File: src/rtl/mem_port_arbiter_pkg.sv
// Shared definitions for the memory port arbiter: FSM state encoding
// and default widths used by mem_port_arbiter and mem_arb_wdog.
package mem_port_arbiter_pkg;

  typedef enum logic [1:0] {
    ST_IDLE    = 2'd0,
    ST_IFETCH  = 2'd1,
    ST_DACCESS = 2'd2
  } arb_state_t;

  localparam int DEF_ADDR_W   = 32;
  localparam int DEF_DATA_W   = 32;
  localparam int DEF_MAX_WAIT = 15;

endpackage

File: src/rtl/mem_port_arbiter_wdog.sv
// Wait-cycle watchdog for the memory port arbiter. Counts consecutive
// busy cycles without an acknowledge and pulses o_expire on the
// MAX_WAIT-th such cycle. Only instantiated when MEM_ARB_TIMEOUT_EN is
// defined.
module mem_arb_wdog
  import mem_port_arbiter_pkg::*;
#(
  parameter int MAX_WAIT = DEF_MAX_WAIT
) (
  input  logic clk,
  input  logic rst,
  input  logic i_busy,
  input  logic i_ack,
  output logic o_expire
);

  localparam int CW = (MAX_WAIT > 1) ? $clog2(MAX_WAIT) : 1;

  logic [CW-1:0] r_cnt;
  logic          w_expire;

  assign w_expire = i_busy & ~i_ack & (r_cnt == CW'(MAX_WAIT - 1));
  assign o_expire = w_expire;

  // Count unacknowledged busy cycles; restart on ack, idle or expiry.
  always_ff @(posedge clk) begin
    if (rst) begin
      r_cnt <= '0;
    end else if (!i_busy || i_ack || w_expire) begin
      r_cnt <= '0;
    end else begin
      r_cnt <= r_cnt + CW'(1);
    end
  end

endmodule

File: src/rtl/mem_port_arbiter.sv
// Single-port memory arbiter between instruction fetch and the M-stage
// load/store unit. Data accesses win over fetches, grants are never
// preempted, and the request address/we/wdata are captured at grant so
// the memory side sees stable values for the whole access.
// Optional feature: define MEM_ARB_TIMEOUT_EN to add a wait watchdog and
// the sticky ErrTimeout output.
module mem_port_arbiter
  import mem_port_arbiter_pkg::*;
#(
  parameter int ADDR_W   = DEF_ADDR_W,
  parameter int DATA_W   = DEF_DATA_W,
  parameter int MAX_WAIT = DEF_MAX_WAIT
) (
  input  logic              clk,
  input  logic              rst,
  // fetch side
  input  logic              IReqF,
  input  logic [ADDR_W-1:0] IAddrF,
  output logic [DATA_W-1:0] IRdataF,
  output logic              IValidF,
  // data side
  input  logic              DReqM,
  input  logic              DWeM,
  input  logic [ADDR_W-1:0] DAddrM,
  input  logic [DATA_W-1:0] DWdataM,
  output logic [DATA_W-1:0] DRdataM,
  output logic              DValidM,
  // memory side
  output logic              MemReq,
  output logic              MemWe,
  output logic [ADDR_W-1:0] MemAddr,
  output logic [DATA_W-1:0] MemWdata,
  input  logic              MemAck,
  input  logic [DATA_W-1:0] MemRdata,
  // pipeline control
  input  logic              RedirectE,
  output logic              StallF,
  output logic              StallD,
  output logic              StallE,
  output logic              StallM,
  output logic              FlushD,
  output logic              FlushW
`ifdef MEM_ARB_TIMEOUT_EN
  ,
  output logic              ErrTimeout
`endif
);

  arb_state_t        r_state;
  logic              r_memReq;
  logic              r_discard;
  logic              r_we;
  logic [ADDR_W-1:0] r_addr;
  logic [DATA_W-1:0] r_wdata;

  logic w_ackI;
  logic w_ackD;
  logic w_timeout;
  logic w_dstall;
  logic w_istall;

`ifdef MEM_ARB_TIMEOUT_EN
  logic r_errTimeout;

  mem_arb_wdog #(
    .MAX_WAIT (MAX_WAIT)
  ) u_wdog (
    .clk      (clk),
    .rst      (rst),
    .i_busy   (r_memReq),
    .i_ack    (MemAck),
    .o_expire (w_timeout)
  );

  // Sticky timeout flag; only reset clears it.
  always_ff @(posedge clk) begin
    if (rst) begin
      r_errTimeout <= 1'b0;
    end else if (w_timeout) begin
      r_errTimeout <= 1'b1;
    end
  end

  assign ErrTimeout = r_errTimeout;
`else
  assign w_timeout = 1'b0;
`endif

  // An ack only counts while an access is outstanding; in IDLE it is ignored.
  assign w_ackI = (r_state == ST_IFETCH)  & MemAck;
  assign w_ackD = (r_state == ST_DACCESS) & MemAck;

  assign IValidF = w_ackI & ~r_discard;
  assign DValidM = w_ackD;
  assign IRdataF = MemRdata;
  assign DRdataM = MemRdata;

  assign MemReq   = r_memReq;
  assign MemWe    = r_we;
  assign MemAddr  = r_addr;
  assign MemWdata = r_wdata;

  // A pending data access freezes the whole front of the pipe and bubbles W;
  // a pending fetch alone only holds F and bubbles D.
  assign w_dstall = DReqM & ~DValidM;
  assign w_istall = IReqF & ~IValidF;
  assign StallF   = w_dstall | w_istall;
  assign StallD   = w_dstall;
  assign StallE   = w_dstall;
  assign StallM   = w_dstall;
  assign FlushW   = w_dstall;
  assign FlushD   = ~w_dstall & w_istall;

  // Arbitration FSM: grant from IDLE, capture the request, hold until ack.
  always_ff @(posedge clk) begin
    if (rst) begin
      r_state   <= ST_IDLE;
      r_memReq  <= 1'b0;
      r_discard <= 1'b0;
      r_we      <= 1'b0;
      r_addr    <= '0;
      r_wdata   <= '0;
    end else begin
      case (r_state)
        ST_IDLE: begin
          if (DReqM) begin
            r_state   <= ST_DACCESS;
            r_memReq  <= 1'b1;
            r_discard <= 1'b0;
            r_we      <= DWeM;
            r_addr    <= DAddrM;
            r_wdata   <= DWdataM;
          end else if (IReqF) begin
            r_state   <= ST_IFETCH;
            r_memReq  <= 1'b1;
            r_discard <= RedirectE;
            r_we      <= 1'b0;
            r_addr    <= IAddrF;
            r_wdata   <= '0;
          end
        end
        ST_IFETCH: begin
          if (MemAck || w_timeout) begin
            r_state   <= ST_IDLE;
            r_memReq  <= 1'b0;
            r_discard <= 1'b0;
          end else if (RedirectE) begin
            r_discard <= 1'b1;
          end
        end
        ST_DACCESS: begin
          if (MemAck || w_timeout) begin
            r_state  <= ST_IDLE;
            r_memReq <= 1'b0;
          end
        end
        default: begin
          r_state   <= ST_IDLE;
          r_memReq  <= 1'b0;
          r_discard <= 1'b0;
        end
      endcase
    end
  end

endmodule

File: config.mk
export PLATFORM = sky130hd
export DESIGN_NAME = mem_port_arbiter
export DESIGN_NICKNAME = d
export VERILOG_FILES = /design/src/rtl/mem_port_arbiter_pkg.sv /design/src/rtl/mem_port_arbiter_wdog.sv /design/src/rtl/mem_port_arbiter.sv
export SDC_FILE = /design/constraint.sdc
export NUM_CORES = 1
export LEC_CHECK = 0
export ABC_AREA = 1
export CAP_MARGIN = 15
export CORE_MARGIN = 5
export CORE_UTILIZATION = 36
export DETAILED_ROUTE_END_ITERATION = 16
export GPL_ROUTABILITY_DRIVEN = 0
export MAX_ROUTING_LAYER = met4
export PLACE_DENSITY = 0.93
export SYNTH_ARGS = -nofsm -noshare
export SYNTH_HDL_FRONTEND = slang
export SYNTH_HIERARCHICAL = 1
export SYNTH_SLANG_ARGS = --single-unit
export TNS_END_PERCENT = 30
File: constraint.sdc
create_clock -name clk -period 2.7 [get_ports clk]
set_input_delay 0.405 -clock clk [delete_from_list [all_inputs] [get_ports clk]]
set_output_delay 0.405 -clock clk [all_outputs]
set_load 0.005 [all_outputs]
* Word level (Yosys, flattened, before mapping)
Cells that the tools add are included.
** Word-level totals
- Bits in registers :: 69
- Word-level logic and storage cells :: 48
** Cells by class
- Bitwise gates (word level) :: 12
- Mux-type cells :: 19
- Reductions and logical operators :: 6
- Equal/unequal tests :: 5
** Operator list (count)
- $mux W32 :: 4
- $mux W1 :: 9
- $and A1 B1 Y1 :: 6
- $mux W2 :: 3
- $ne A3 B3 Y1 const B :: 2
- $not A1 Y1 :: 5
- $pmux W2 S2 :: 1
- $reduce_and A2 Y1 :: 2
- $pmux W1 S3 :: 1
- $reduce_and A3 Y1 :: 1
- $eq A2 B1 Y1 const B :: 1
- $eq A2 B2 Y1 const B :: 1
- $logic_not A2 Y1 :: 1
- $ne A2 B1 Y1 const B :: 1
- $pmux W1 S2 :: 1
- $reduce_bool A2 Y1 :: 1
- $reduce_or A2 Y1 :: 1
- $or A1 B1 Y1 :: 1

* Longest topological paths before layout
- Depth after elaboration :: 6
- Depth in mapped cells :: 7
- Gate-level depth less buffers :: 7

* Least setup slack after synthesis
OpenSTA, ideal clock, no wires.
- Kind :: input port to output port
- From :: in DReqM
- To :: out StallD
- Arrival time :: 1.145 ns
- Stages on the path :: 5
- Path slack :: 1.150 ns
- Data required time :: 2.295 ns
- Cells stage by stage :: buf_6 > inv_2 > buf_4 > nor2_1 > buf_4
** Between the ends
- Longest elaborated chain between the ends :: 1
** Ends and longest elaborated chain
- from (decl) :: line mem_port_arbiter.sv:22 : input logic DReqM,
- $and A1 B1 Y1 :: line mem_port_arbiter.sv:105 : assign w_dstall = DReqM & ~DValidM;
- to (decl) :: line mem_port_arbiter.sv:38 : output logic StallD,
No other way between the ends.

* Worst setup path in the final report
- From :: reg r_state[0]
- To :: out FlushW
** Between the ends
- Longest elaborated chain between the ends :: 4
** Ends and longest elaborated chain
- from (decl) :: line mem_port_arbiter.sv:49 : arb_state_t r_state;
- from (signal assigned) :: line mem_port_arbiter.sv:117 : r_state <= ST_IDLE;
- from (signal assigned) :: line mem_port_arbiter.sv:127 : r_state <= ST_DACCESS;
- from (signal assigned) :: line mem_port_arbiter.sv:134 : r_state <= ST_IFETCH;
- $eq A2 B2 Y1 :: line mem_port_arbiter.sv:91 : assign w_ackD = (r_state == ST_DACCESS) & MemAck;
- $and A1 B1 Y1 :: line mem_port_arbiter.sv:91
- $not A1 Y1 :: line mem_port_arbiter.sv:105
- $and A1 B1 Y1 :: line mem_port_arbiter.sv:105
- to (decl) :: line mem_port_arbiter.sv:42 : output logic FlushW
No other way between the ends.

==> impl_metrics.py <==
metrics = {
    "run_status": {
        "status": "complete, no violations",
    },
    "cells_and_area": {
        "seqCellArea_um2": 1380,
        "n_antenna_cell": 0,
        "multi_input_comb_area_um2": 1380,
        "syn2layout_area_growth_pct": 42.3,
        "final_nets": 735,
        "n_fill_cell": 864,
        "drive_above_1_share_pct": 4.82,
    },
    "die": {
        "rows": 35,
        "io_pins": 273,
        "die_x_um": 108,
        "die_y_um": 108,
        "initial_core_util_pct": 37.2,
        "fp.coreArea_um2": 9330,
        "die_area_um2": 11700,
    },
    "job": {
        "cap_violations": 0,
    },
    "cts": {
        "postCtsHoldBufs": 0,
        "cts_max_level": 3,
        "root_buffer": "clkbuf_8",
        "numCtsBuffers": 9,
        "clock_latency_ps": 340,
        "clock-sinks": 69,
        "post-cts-setup-buffers": 0,
        "postCtsResizedCells": 0,
        "cts_tree": "built",
        "clkTransAtPathRegs_ps": 80,
        "clock_path_buffers": 2,
    },
    "critical_path": {
        "rrSetupSlack_ps": 1100,
        "worst_ep_arrival_time_ps": 1960,
        "r2r_start": "r_state[0]$_SDFFE_PP0P_",
        "crit_fanout": 5,
        "worstPathCellList": "inv_1, ha_1, nand2_1, inv_1, nor2_1, clkdlybuf4s50_1",
        "cp_top_family": "buffers and inverters",
        "start_kind": "flip-flop",
        "path_common_cell": "inv_1",
        "crit_start": "r_state[0]$_SDFFE_PP0P_",
        "crit_buf_inv": 3,
        "critPathCaptureType": "output pin",
        "max_stage_delay_ps": 570,
        "crit_slowest_cell": "clkdlybuf4s50_1",
        "crit_type": "flip-flop to output pin",
        "cp_data_required_time_ps": 2300,
    },
    "sta": {
        "setup_violations": 0,
        "tns_ps": 0,
        "slew_headroom_pct": 47.8,
        "timing.hold.ws_ps": 460,
        "tightest_slew_ps": 783,
        "fmax_ghz": 0.423,
        "hold_viol_final": 0,
        "fin_crit_ps": 2370,
        "slew_viol_final": 0,
        "fin_crit_sh_pct": 87.7,
        "rsz0062_at_grt": "no",
        "clock_skew_ps": 12.8,
    },
    "synthesis": {
        "synthCells": 500,
        "ys_seq_elements": 69,
        "synth.avg_cell_area_um2": 6.95,
        "seq_area_frac_synth_pct": 39.8,
        "syn_area_um2": 3470,
        "synth_nets": 638,
        "yosysWarnings": 6,
        "ys_types": 19,
    },
    "power_and_ir_drop": {
        "seq_power_share_pct": 43.2,
        "p_sw_mw": 0.835,
        "powerDensity_nw_per_um2": 550,
        "internal-power_mw": 1.88,
        "p_comb_share_pct": 29.0,
        "clock_power_share_pct": 27.7,
        "p_leak_nw": 2.03,
        "p_sw_share_pct": 30.7,
        "ir_worst_vdd_v": 0.000236,
    },
    "global_routing": {
        "grt_pass1_vias": 3282,
        "grt_pass1_wl_mm": 15.7,
        "grt_antenna_before_repair": 0,
        "grt_max_degree": 66,
        "grt_usage_pct": 17.3,
        "overflow": 0,
    },
    "routing": {
        "antenna_left": 0,
        "dr.pass1.iters": 4,
        "drc_errors": 0,
        "drt-wirelength-per-cell_um": 13.6,
        "drtIter0Drc": 203,
        "routed_wl_mm": 9.92,
        "vias_per_cell": 4.58,
        "vias": 3348,
    },
    "min_path": {
        "min_path_type": "flip-flop to flip-flop",
        "hp-start": "MemWe$_SDFFE_PP0P_",
    },
    "placement": {
        "dp_hpwl_mm": 7.62,
        "portBuffers": 176,
    },
}
[layout by cell type (no fill, tap or decap), types with 2 or more instances in the layout]
cell / Yosys / final
a21oi_1: 69 / 69
inv_2: 3 / 3
clkdlybuf4s50_1: 0 / 175
o21ai_0: 2 / 2
buf_4: 76 / 4
clkinvlp_4: 0 / 3
nand2_1: 240 / 240
clkinv_2: 0 / 2
inv_6: 0 / 2
inv_1: 8 / 8
nor2_1: 5 / 5
ha_1: 3 / 3
clkbuf_8: 0 / 9
dfxtp_1: 69 / 69
[per-layer routing]
layer  up-vias  part of all wire, %  GRT usage [%]
met4         0                  2.1           6.76
met5         -                    0              -
li1       1669                    -              -
met3        25                   11           6.93
met2       180                   49           29.2
met1      1474                   37           18.0
[power by group through the flow]
stage	Clock (mW)	Sequential [mW]	Combinational, mW
3_3_place_gp	0	1.19	0.773
6_report	0.754	1.18	0.790
3_5_place_dp	0	1.20	0.793
5_1_grt	0.824	1.19	0.868
4_1_cts	0.790	1.18	0.796
2_1_floorplan	0	1.20	0.451
[stage by stage]
| step | power (mW) | setup WS, ps | cells | area [um2] | util (%) |
|---|---|---|---|---|---|
| after floorplan | 1.65 | 1150 | 500 | 3470 | - |
| after global placement | 1.96 | 386 | 715 | 4770 | 51.1 |
| after detailed placement | 1.99 | 365 | 715 | 4770 | 51.1 |
| after CTS | 2.76 | 304 | 731 | 4940 | 53.0 |
| after global routing | 2.88 | 169 | 731 | 4940 | 53.0 |
| final | 2.72 | 333 | 731 | 4940 | 53.0 |
[kinds of logic after synthesis]
group | synth area share, %
adders and majority gates | 1.08
buffers and inverters | 20.8
and+or+nand+nor | 27.8
DFF | 39.8
AOI/OAI and AO/OA | 10.5
[synth_stat cells]
library cell / instances / area, um2
a21oi_1: 69 / 345
buf_1: 2 / 7.51
buf_2: 8 / 40.0
buf_4: 76 / 571
buf_6: 4 / 45.0
clkbuf_1: 5 / 18.8
dfxtp_1: 69 / 1380
ha_1: 3 / 37.5
inv_1: 8 / 30.0
inv_2: 3 / 11.3
nand2_1: 240 / 901
nand2_2: 1 / 6.26
nand3_1: 1 / 5.00
nor2_1: 5 / 18.8
nor2_4: 1 / 11.3
nor2_8: 1 / 20.0
nor3_1: 1 / 5.00
o21ai_0: 2 / 10.0
o21ai_2: 1 / 8.76
[tightest hold or removal path, stage by stage, from the launching register on]
cell	delay [ps]
dfxtp_1	310
nand2_1	60
a21oi_1	50
[area by class of cell]
class | count | area share (%)
timing repair buffer | 181 | 36.6
clock inverter | 7 | 1.01
tap | 129 | 3.27
multi-input combinational | 325 | 27.9
clock buffer | 9 | 2.51
inverter | 11 | 0.836
sequential | 69 | 28.0
[state kept, by name (all words and copies together), names as in the netlist]
signal and cells:
MemAddr 32, r_discard 1, MemWe 1, MemReq 1, r_state 2, MemWdata 32
[final timing paths]
| check | end | cells past startpoint |
|---|---|---|
| worst max register to register | MemWdata[14]$_SDFFE_PP0P_ | 6 |
| worst min-delay path | MemWe$_SDFFE_PP0P_ | 2 |
| worst max-delay path | FlushW | 6 |
| worst min register to register | MemWe$_SDFFE_PP0P_ | 2 |
No activity file was read; power rests on OpenSTA's default activity.
